### config.mk
export PLATFORM = sky130hd
export DESIGN_NAME = alu_seq_flat
export DESIGN_NICKNAME = d
export VERILOG_FILES = /design/src/rtl/alu_seq_if.sv /design/src/rtl/alu_seq.sv /design/src/flat_wrapper.sv
export SDC_FILE = /design/constraint.sdc
export NUM_CORES = 1
export LEC_CHECK = 0
export CORE_MARGIN = 4
export CORE_UTILIZATION = 40
export CTS_BUF_LIST = sky130_fd_sc_hd__clkbuf_4 sky130_fd_sc_hd__clkbuf_8
export DETAILED_ROUTE_END_ITERATION = 12
export SLEW_MARGIN = 25
export SYNTH_ARGS = -nofsm -noshare
export SYNTH_HDL_FRONTEND = slang
export SYNTH_SLANG_ARGS = --single-unit
### constraint.sdc
create_clock -name clk -period 7.75 [get_ports clk]
set_input_delay 1.9375 -clock clk [delete_from_list [all_inputs] [get_ports clk]]
set_output_delay 1.9375 -clock clk [all_outputs]
set_load 0.005 [all_outputs]
### src/rtl/alu_seq_if.sv
// alu_seq_if: operand/request and result/status bundle between the issuer and alu_seq
interface alu_seq_if #(
  parameter int WIDTH     = 8,
  parameter int PC_WIDTH  = 6,
  parameter int IMM_WIDTH = 6
);
  logic                 start;
  logic [2:0]           op;
  logic                 use_imm;
  logic [IMM_WIDTH-1:0] imm;
  logic [PC_WIDTH-1:0]  pc;
  logic [WIDTH-1:0]     src1;
  logic [WIDTH-1:0]     src2;
  logic                 busy;
  logic                 done;
  logic [WIDTH-1:0]     result;
  logic [2:0]           nzp;
  logic                 illegal;
  modport master (output start, op, use_imm, imm, pc, src1, src2,
                  input  busy, done, result, nzp, illegal);
  modport slave  (input  start, op, use_imm, imm, pc, src1, src2,
                  output busy, done, result, nzp, illegal);
endinterface

### src/rtl/alu_seq.sv
// alu_seq: multi-cycle ALU (add/and/not/lea/shifts/shift-add mul) with registered result, nzp and illegal flag
module alu_seq #(
  parameter int WIDTH     = 8,
  parameter int PC_WIDTH  = 6,
  parameter int IMM_WIDTH = 6
) (
  input logic       clk,
  input logic       rst,
  alu_seq_if.slave  bus
);
  localparam int SW = $clog2(WIDTH);
  typedef enum logic [1:0] {IDLE, EXEC, MUL, DONE} state_t;
  state_t               state_q, state_d;
  logic [SW-1:0]        cnt_q;
  logic [2:0]           op_q;
  logic                 use_imm_q;
  logic [IMM_WIDTH-1:0] imm_q;
  logic [PC_WIDTH-1:0]  pc_q;
  logic [WIDTH-1:0]     a_q, b_q, acc_q, result_q;
  logic [2:0]           nzp_q;
  logic                 illegal_q;
  logic [WIDTH-1:0]     exec_res, mul_sum, res_d;
  logic [PC_WIDTH-1:0]  lea;
  logic                 accept, fin;
  always_comb begin
    accept  = state_q == IDLE && bus.start;
    state_d = state_q == IDLE ? (bus.start ? (bus.op == 3'b110 ? MUL : EXEC) : IDLE) :
              state_q == EXEC ? DONE :
              state_q == MUL  ? (cnt_q == '0 ? DONE : MUL) : IDLE;
    fin     = state_q == EXEC || (state_q == MUL && cnt_q == '0);
    mul_sum = acc_q + (b_q[0] ? a_q : '0);
    lea     = pc_q + PC_WIDTH'(imm_q);
    case (op_q)
      3'b000:  exec_res = a_q + b_q;
      3'b001:  exec_res = a_q & b_q;
      3'b010:  exec_res = use_imm_q ? ~b_q : ~a_q;
      3'b011:  exec_res = WIDTH'(lea);
      3'b100:  exec_res = a_q << b_q[SW-1:0];
      3'b101:  exec_res = a_q >> b_q[SW-1:0];
      default: exec_res = '0;
    endcase
    res_d = state_q == MUL ? mul_sum : exec_res;
  end
  always_ff @(posedge clk or posedge rst) begin
    if (rst) begin
      state_q   <= IDLE;
      cnt_q     <= '0;
      op_q      <= '0;
      use_imm_q <= 1'b0;
      imm_q     <= '0;
      pc_q      <= '0;
      a_q       <= '0;
      b_q       <= '0;
      acc_q     <= '0;
      result_q  <= '0;
      nzp_q     <= 3'b010;
      illegal_q <= 1'b0;
    end else begin
      state_q <= state_d;
      if (accept) begin
        op_q      <= bus.op;
        use_imm_q <= bus.use_imm;
        imm_q     <= bus.imm;
        pc_q      <= bus.pc;
        a_q       <= bus.src1;
        b_q       <= bus.use_imm ? WIDTH'(bus.imm) : bus.src2;
        acc_q     <= '0;
        cnt_q     <= SW'(WIDTH - 1);
      end
      // one partial product per cycle: multiplicand walks left, multiplier bits consumed from the LSB
      if (state_q == MUL) begin
        acc_q <= mul_sum;
        a_q   <= a_q << 1;
        b_q   <= b_q >> 1;
        if (cnt_q != '0) cnt_q <= cnt_q - 1'b1;
      end
      if (fin) begin
        result_q  <= res_d;
        nzp_q     <= {res_d[WIDTH-1], res_d == '0, !res_d[WIDTH-1] && res_d != '0};
        illegal_q <= state_q == EXEC && op_q == 3'b111;
      end
    end
  end
  assign bus.busy    = state_q == EXEC || state_q == MUL;
  assign bus.done    = state_q == DONE;
  assign bus.result  = result_q;
  assign bus.nzp     = nzp_q;
  assign bus.illegal = illegal_q;
endmodule

### src/flat_wrapper.sv
// flat-port wrapper written by rule: the top's interface ports become plain ports
module alu_seq_flat 
#(
  parameter int WIDTH     = 8,
  parameter int PC_WIDTH  = 6,
  parameter int IMM_WIDTH = 6
)
  (clk, rst, bus_start, bus_op, bus_use_imm, bus_imm, bus_pc, bus_src1, bus_src2, bus_busy, bus_done, bus_result, bus_nzp, bus_illegal);
  alu_seq_if #(.WIDTH(WIDTH), .PC_WIDTH(PC_WIDTH), .IMM_WIDTH(IMM_WIDTH)) bus_i ();
  input logic clk;
  input logic rst;
  input wire logic [$bits(bus_i.start)-1:0] bus_start;
  input wire logic [$bits(bus_i.op)-1:0] bus_op;
  input wire logic [$bits(bus_i.use_imm)-1:0] bus_use_imm;
  input wire logic [$bits(bus_i.imm)-1:0] bus_imm;
  input wire logic [$bits(bus_i.pc)-1:0] bus_pc;
  input wire logic [$bits(bus_i.src1)-1:0] bus_src1;
  input wire logic [$bits(bus_i.src2)-1:0] bus_src2;
  output wire logic [$bits(bus_i.busy)-1:0] bus_busy;
  output wire logic [$bits(bus_i.done)-1:0] bus_done;
  output wire logic [$bits(bus_i.result)-1:0] bus_result;
  output wire logic [$bits(bus_i.nzp)-1:0] bus_nzp;
  output wire logic [$bits(bus_i.illegal)-1:0] bus_illegal;
  assign bus_i.start = bus_start;
  assign bus_i.op = bus_op;
  assign bus_i.use_imm = bus_use_imm;
  assign bus_i.imm = bus_imm;
  assign bus_i.pc = bus_pc;
  assign bus_i.src1 = bus_src1;
  assign bus_i.src2 = bus_src2;
  assign bus_busy = bus_i.busy;
  assign bus_done = bus_i.done;
  assign bus_result = bus_i.result;
  assign bus_nzp = bus_i.nzp;
  assign bus_illegal = bus_i.illegal;
  alu_seq #(.WIDTH(WIDTH), .PC_WIDTH(PC_WIDTH), .IMM_WIDTH(IMM_WIDTH)) u_core (.clk(clk), .rst(rst), .bus(bus_i));
endmodule
==> impl_metrics.py, run 1 <==
metrics = {
    "timing": {
        "fmax_mhz": 282,
        "maxSlewViolCount": 0,
        "setup_viol": 0,
        "finalHoldViolCount": 0,
        "finalCriticalPeriod_ns": 3.55,
        "finalCritPeriodShare_pct": 45.8,
        "setup_ws_ns": 4.20,
        "setup_tns_ns": 0,
        "finClkSkew_ns": 0.00795,
        "hold_ws_ns": 0.479,
        "rsz0062_at_grt": "no",
        "slew_headroom_pct": 37.1,
        "tightest_slew_ns": 0.934,
    },
    "synthesis": {
        "synth_nets": 529,
        "synth_warnings": 0,
        "synthCells": 464,
        "synth-seq-cells": 56,
        "synth-edff-count": 0,
        "yosys.cell_types.count": 64,
        "synth-seq-area-share_pct": 32.7,
        "syn_avg_cell_area_um2": 9.23,
        "synthesis.area_um2": 4280,
        "synthFlopType": "dfrtp_1",
        "async_reset_ff_share_pct": 100,
    },
    "cts": {
        "clockRootBuffer": "clkbuf_8",
        "clk_pin_slew_worst_paths_ns": 0.10,
        "cts_buffers": 5,
        "clockBufferDepth": 2,
        "ctsResizeCount": 0,
        "cts_tree": "built",
        "cts_num_sinks": 56,
        "clock_latency_ns": 0.32,
        "postCtsSetupRepairBufs": 0,
        "htree_levels": 2,
        "hold_buffers": 0,
    },
    "routing": {
        "ant_nets": 0,
        "drtIter0Drc": 384,
        "num_vias": 3591,
        "drc": 0,
        "avgRoutedWirePerCell_um": 17.3,
        "via_per_inst": 5.71,
        "wl_mm": 10.9,
        "drtPass1Iterations": 7,
    },
    "die": {
        "dieHeight_um": 111,
        "rows": 37,
        "die_w_um": 111,
        "die_area_um2": 12400,
        "coreArea_um2": 10400,
        "initial_core_util_pct": 41.3,
        "io-pin-count": 49,
    },
    "global_route": {
        "track_usage_pct": 18.1,
        "grt_pass1_wl_mm": 18.6,
        "grt_antenna_before_repair": 0,
        "grt_overflow_total": 0,
        "grt_pass1_vias": 3594,
        "grt_max_degree": 57,
    },
    "placement": {
        "portBuffers": 48,
        "routabilityCongestion": 0.913,
        "dpl.hpwl_mm": 8.09,
        "pre_cts_ws_ns": 4.25,
    },
    "power_and_ir_drop": {
        "ir_worst_vdd_mv": 0.194,
        "power.density_nw_per_um2": 417,
        "p_leak_nw": 2.13,
    },
    "worst_setup_path": {
        "required_ns": 8.01,
        "end_kind": "flip-flop",
        "cp-start-kind": "flip-flop",
        "crit_type": "flip-flop to flip-flop",
        "cp.arrival_ns": 3.80,
        "critPathMaxFanout": 9,
    },
    "min_path": {
        "hold_class": "flip-flop to flip-flop",
    },
    "job": {
        "maxCapViolCount": 0,
    },
    "cells_and_area": {
        "finish.net_count": 557,
        "n_antenna_cell": 0,
        "final_layout_size_suffix_gt1_share_pct": 10.1,
        "areaGrowthSynthToFinish_pct": 15.0,
    },
    "status": {
        "outcome": "finished, final reports clean",
    },
}
[path summary, 6_finish.rpt]
check,startpoint,endpoint,slack (ns),depth (start not counted)
max reg2reg,u_core.a_q[0],u_core.bus.nzp[1],4.20,10
max,u_core.a_q[0],u_core.bus.nzp[1],4.20,10
min in group asynchronous,rst,u_core.pc_q[4],2.15,3
max in group asynchronous,rst,u_core.b_q[7],5.12,3
min,u_core.bus.illegal,u_core.bus.illegal,0.48,2
min reg2reg,u_core.bus.illegal,u_core.bus.illegal,0.48,2
[cells in the mapped netlist, types with 3 or more instances]
| cell | n | area, um^2 |
|---|---|---|
| mux2_2 | 20 | 225 |
| a31oi_1 | 4 | 25.0 |
| dfrtp_1 | 55 | 1380 |
| nand2_1 | 56 | 210 |
| a22oi_1 | 6 | 45.0 |
| fa_1 | 3 | 60.1 |
| nor3_1 | 8 | 40.0 |
| clkbuf_1 | 15 | 56.3 |
| and2_1 | 6 | 37.5 |
| inv_1 | 22 | 82.6 |
| o22ai_1 | 3 | 18.8 |
| ha_1 | 27 | 338 |
| nor4b_1 | 5 | 43.8 |
| a21oi_1 | 23 | 115 |
| nand4_1 | 3 | 18.8 |
| o211ai_1 | 6 | 45.0 |
| mux4_2 | 7 | 158 |
| nor2_1 | 29 | 109 |
| buf_1 | 4 | 15.0 |
| nand3_1 | 9 | 45.0 |
| a21o_1 | 7 | 52.6 |
| nor2b_1 | 4 | 25.0 |
| xnor2_1 | 6 | 52.6 |
| buf_2 | 9 | 45.0 |
| nand3b_1 | 5 | 37.5 |
| xor2_1 | 4 | 35.0 |
| a211oi_1 | 6 | 45.0 |
| o31ai_1 | 3 | 22.5 |
| o21ai_0 | 32 | 160 |
| mux2i_1 | 25 | 250 |
| nor3b_1 | 4 | 30.0 |
[per-stage QoR]
step	power (W)	utilization [%]	std cells	area (um^2)
after floorplan	0.00153	-	464	4280
after global placement	0.00186	46.5	621	4820
after detailed placement	0.00188	46.6	621	4830
after CTS	0.00205	47.5	629	4920
after global routing	0.00225	47.5	629	4920
final	0.00205	47.5	629	4920
[layout by cell type (no fill, tap or decap), types with 7 or more instances in the layout]
cell | synthesis | layout
mux2_2 | 20 | 20
mux2i_1 | 25 | 25
ha_1 | 27 | 27
o21ai_0 | 32 | 32
clkdlybuf4s50_1 | 0 | 48
mux4_2 | 7 | 7
a21oi_1 | 23 | 23
nor3_1 | 8 | 8
nand3_1 | 9 | 9
nand2_1 | 56 | 56
dfrtp_1 | 55 | 55
inv_1 | 22 | 21
nor2_1 | 29 | 29
a21o_1 | 7 | 7
[where the power goes]
group	switching (W)	internal [W]	total, W
Clock	0.0000960	0.0000716	0.000168
Combinational	0.000635	0.000607	0.00124
Sequential	0.000224	0.000421	0.000645
[final cells by class]
cell class	count	area, um^2
Fill cell	1004	5450
Multi-Input combinational cell	354	2660
Sequential cell	56	1400
Timing Repair Buffer	53	518
Tap cell	136	170
Clock buffer	6	82.6
Inverter	22	82.6
Clock inverter	2	10.0
[critical path, stage by stage (launching register included)]
cell      delay, ns
dfrtp_1        0.53
ha_1           0.32
ha_1           0.24
fa_1           0.43
a211oi_1       0.38
nor3_1         0.11
nor3_1         0.31
nor4b_1        0.51
nand4_1        0.18
or3_1          0.35
o21ai_2        0.12
[cells by family after synthesis]
logic type,after synthesis,share of synthesized area [%]
fa+ha+maj,30,9.29
simple gates,144,16.6
flops,56,32.7
mux,55,16.4
compound gates,115,17.5
xor+xnor,10,2.04
buf+inv,54,5.46
[metal layers]
layer  routed length, um  part of all wire, %  global-route usage (%)
met4                 257                  2.4                    5.19
met3                 421                  3.9                    2.12
met5                   0                    0                       0
met2                5080                   47                    28.3
met1                5120                   47                    26.5
[registers in the layout, indices dropped and copies added (netlist names)]
signal,count
u_core.b_q,8
u_core.op_q,3
u_core.pc_q,6
u_core.bus.nzp,3
u_core.acc_q,8
u_core.state_q,2
u_core.bus.illegal,1
u_core.cnt_q,3
u_core.imm_q,6
u_core.use_imm_q,1
u_core.a_q,8
u_core.bus.result,7
No activity file was read; power rests on OpenSTA's default activity.
==> run 2: changes to the inputs <==
==> constraint.sdc (replaced) <==
create_clock -name clk -period 3.55 [get_ports clk]
set_input_delay 0.8875 -clock clk [delete_from_list [all_inputs] [get_ports clk]]
set_output_delay 0.8875 -clock clk [all_outputs]
set_load 0.005 [all_outputs]
==> run 2 against run 1 <==
Compared with the run above:
- sequential power up 91%
- first-iteration DRC count down 21%
- critical path depth unchanged
- core utilization up 0.95 points
- clock power up 120%
- final area up 2.0%
- via count up 0.45%
==> impl_metrics.py, run 2 (synthesis gave the netlist of run 1 again) <==
metrics = {
    "status": {
        "outcome": "finished, final reports clean",
    },
    "worst_setup_path": {
        "r2r_end": "u_core.bus.nzp[1]",
        "critPathBufInv": 0,
        "reg2reg_slack_ns": 0.38,
        "critPathTopFamily": "simple AND/OR/NAND/NOR gates",
        "max_stage_delay_ns": 0.48,
        "required_ns": 3.79,
        "reg2reg_from": "u_core.a_q[0]",
        "cp.arrival_ns": 3.41,
        "ff2ff_path_depth": 10,
        "crit_chain": "ha_1 > ha_1 > fa_1 > a211oi_1 > nor3_1 > nor3_1 > nor4b_2 > nand4_1 > or3_1 > o21ai_2",
        "cp-start-kind": "flip-flop",
        "crit_type": "flip-flop to flip-flop",
        "end_kind": "flip-flop",
        "slowest_stage": "dfrtp_1",
        "critPathMaxFanout": 9,
    },
    "min_path": {
        "hold_depth": 2,
        "hold_class": "flip-flop to flip-flop",
        "hold_start": "u_core.bus.illegal",
        "min_to": "u_core.bus.illegal",
    },
    "timing": {
        "maxSlewViolCount": 0,
        "setup_tns_ns": 0,
        "tightest_slew_ns": 0.879,
        "finalCritPeriodShare_pct": 89.2,
        "slew_headroom_pct": 40.6,
        "setup_viol": 0,
        "finalHoldViolCount": 0,
        "finClkSkew_ns": 0.0174,
        "fmax_mhz": 316,
        "finalCriticalPeriod_ns": 3.17,
        "rsz0062_at_grt": "no",
    },
    "cts": {
        "htree_levels": 2,
        "hold_buffers": 0,
        "clockRootBuffer": "clkbuf_8",
        "clock_latency_ns": 0.32,
        "postCtsSetupRepairBufs": 0,
        "cts_num_sinks": 56,
        "clk_pin_slew_worst_paths_ns": 0.09,
        "cts_tree": "built",
        "cts_buffers": 5,
        "clockBufferDepth": 2,
    },
    "routing": {
        "drtIter0Drc": 303,
        "via_per_inst": 5.65,
        "wl_mm": 11.1,
        "drc": 0,
        "avgRoutedWirePerCell_um": 17.4,
        "drtPass1Iterations": 5,
        "num_vias": 3607,
        "ant_nets": 0,
    },
    "placement": {
        "portBuffers": 48,
        "routabilityCongestion": 0.975,
        "dpl.hpwl_mm": 8.49,
    },
    "cells_and_area": {
        "finish.net_count": 566,
        "reg_top3": "u_core.a_q (8), u_core.acc_q (8), u_core.b_q (8)",
        "areaGrowthSynthToFinish_pct": 17.3,
        "final_layout_size_suffix_gt1_share_pct": 12.0,
        "final_cell_mix": "56 x nand2_1, 55 x dfrtp_1, 48 x clkdlybuf4s50_1",
        "n_antenna_cell": 0,
        "final_common_cell": "nand2_1",
    },
    "die": {
        "coreArea_um2": 10400,
        "initial_core_util_pct": 41.3,
        "die_area_um2": 12400,
        "dieHeight_um": 111,
        "die_w_um": 111,
        "rows": 37,
        "io-pin-count": 49,
    },
    "global_route": {
        "gr-usage-met2_pct": 29.7,
        "grt_pass1_vias": 3441,
        "grt_max_degree": 39,
        "met1_usage_pct": 26.4,
        "grt_most_used_layer": "met2",
        "grt_overflow_total": 0,
        "grt_util_met3_pct": 2.01,
        "track_usage_pct": 18.2,
        "grt_antenna_before_repair": 0,
        "grt_pass1_wl_mm": 18.4,
    },
    "power_and_ir_drop": {
        "p_leak_nw": 2.19,
        "power.density_nw_per_um2": 916,
        "power_w": 0.00460,
        "ir_worst_vdd_mv": 0.296,
    },
    "job": {
        "maxCapViolCount": 0,
    },
}
run 2: power breakdown:
| part | internal, W | switching [W] |
|---|---|---|
| clock | 0.000157 | 0.000215 |
| combinational | 0.00141 | 0.00159 |
| sequential | 0.000922 | 0.000304 |
| total | 0.00249 | 0.00211 |
run 2: worst max-delay path by stage:
stage / start / to / slack [ns] / depth (start not counted)
2_1_floorplan: u_core.b_q[0] / u_core.bus.nzp[1] / 0.58 / 12
5_1_grt: u_core.a_q[0] / u_core.bus.nzp[1] / 0.13 / 10
3_5_place_dp: u_core.a_q[0] / u_core.bus.nzp[1] / 0.32 / 10
6_report: u_core.a_q[0] / u_core.bus.nzp[1] / 0.38 / 10
3_3_place_gp: u_core.a_q[0] / u_core.bus.nzp[1] / 0.43 / 10
4_1_cts: u_core.a_q[0] / u_core.bus.nzp[1] / 0.28 / 10
run 2: metal layers:
layer	vias up	share of wire (%)
met1	1752	47
met4	0	1.2
li1	1767	-
met3	12	3.7
met2	76	48
met5	-	0
run 2: repair_timing:
item / in CTS / in global routing
setup endpoints to repair: 0 / 1
hold endpoints to repair: 0 / 0
gates resized for setup: 0 / 1
run 2: metrics by stage:
stage	setup slack, ns	area (um^2)	std cells	util [%]	hold slack, ns
after floorplan	0.584	4280	464	-	0.452
after detailed placement	0.322	4920	630	47.4	0.470
after global routing	0.134	5020	638	48.4	0.521
final	0.383	5020	638	48.4	0.483
after CTS	0.277	5010	638	48.3	0.492
after global placement	0.429	4910	630	47.4	0.457
run 2: tightest hold or removal path: cells and delay by family (launching register included):
family | cells | cell delay [ns]
and+or+nand+nor | 2 | 0.10
DFF | 1 | 0.36
run 2: cell type report:
cell class	count	area, um^2
clock buffers	6	82.6
inverters	22	82.6
fillers	986	5350
flip-flops and latches	56	1400
repair buffers	62	611
multi-input cells	354	2660
clock inverters	2	10.0
well taps	136	170
==> run 3: changes to the inputs <==
--- a/config.mk
+++ b/config.mk
@@ -9,6 +9,7 @@
 export CORE_UTILIZATION = 40
 export CTS_BUF_LIST = sky130_fd_sc_hd__clkbuf_4 sky130_fd_sc_hd__clkbuf_8
 export DETAILED_ROUTE_END_ITERATION = 12
+export SKIP_CTS_REPAIR_TIMING = 1
 export SLEW_MARGIN = 25
 export SYNTH_ARGS = -nofsm -noshare
 export SYNTH_HDL_FRONTEND = slang
==> results of run 3 <==
Final layout, timing and power as in run 2 (identical DEF).
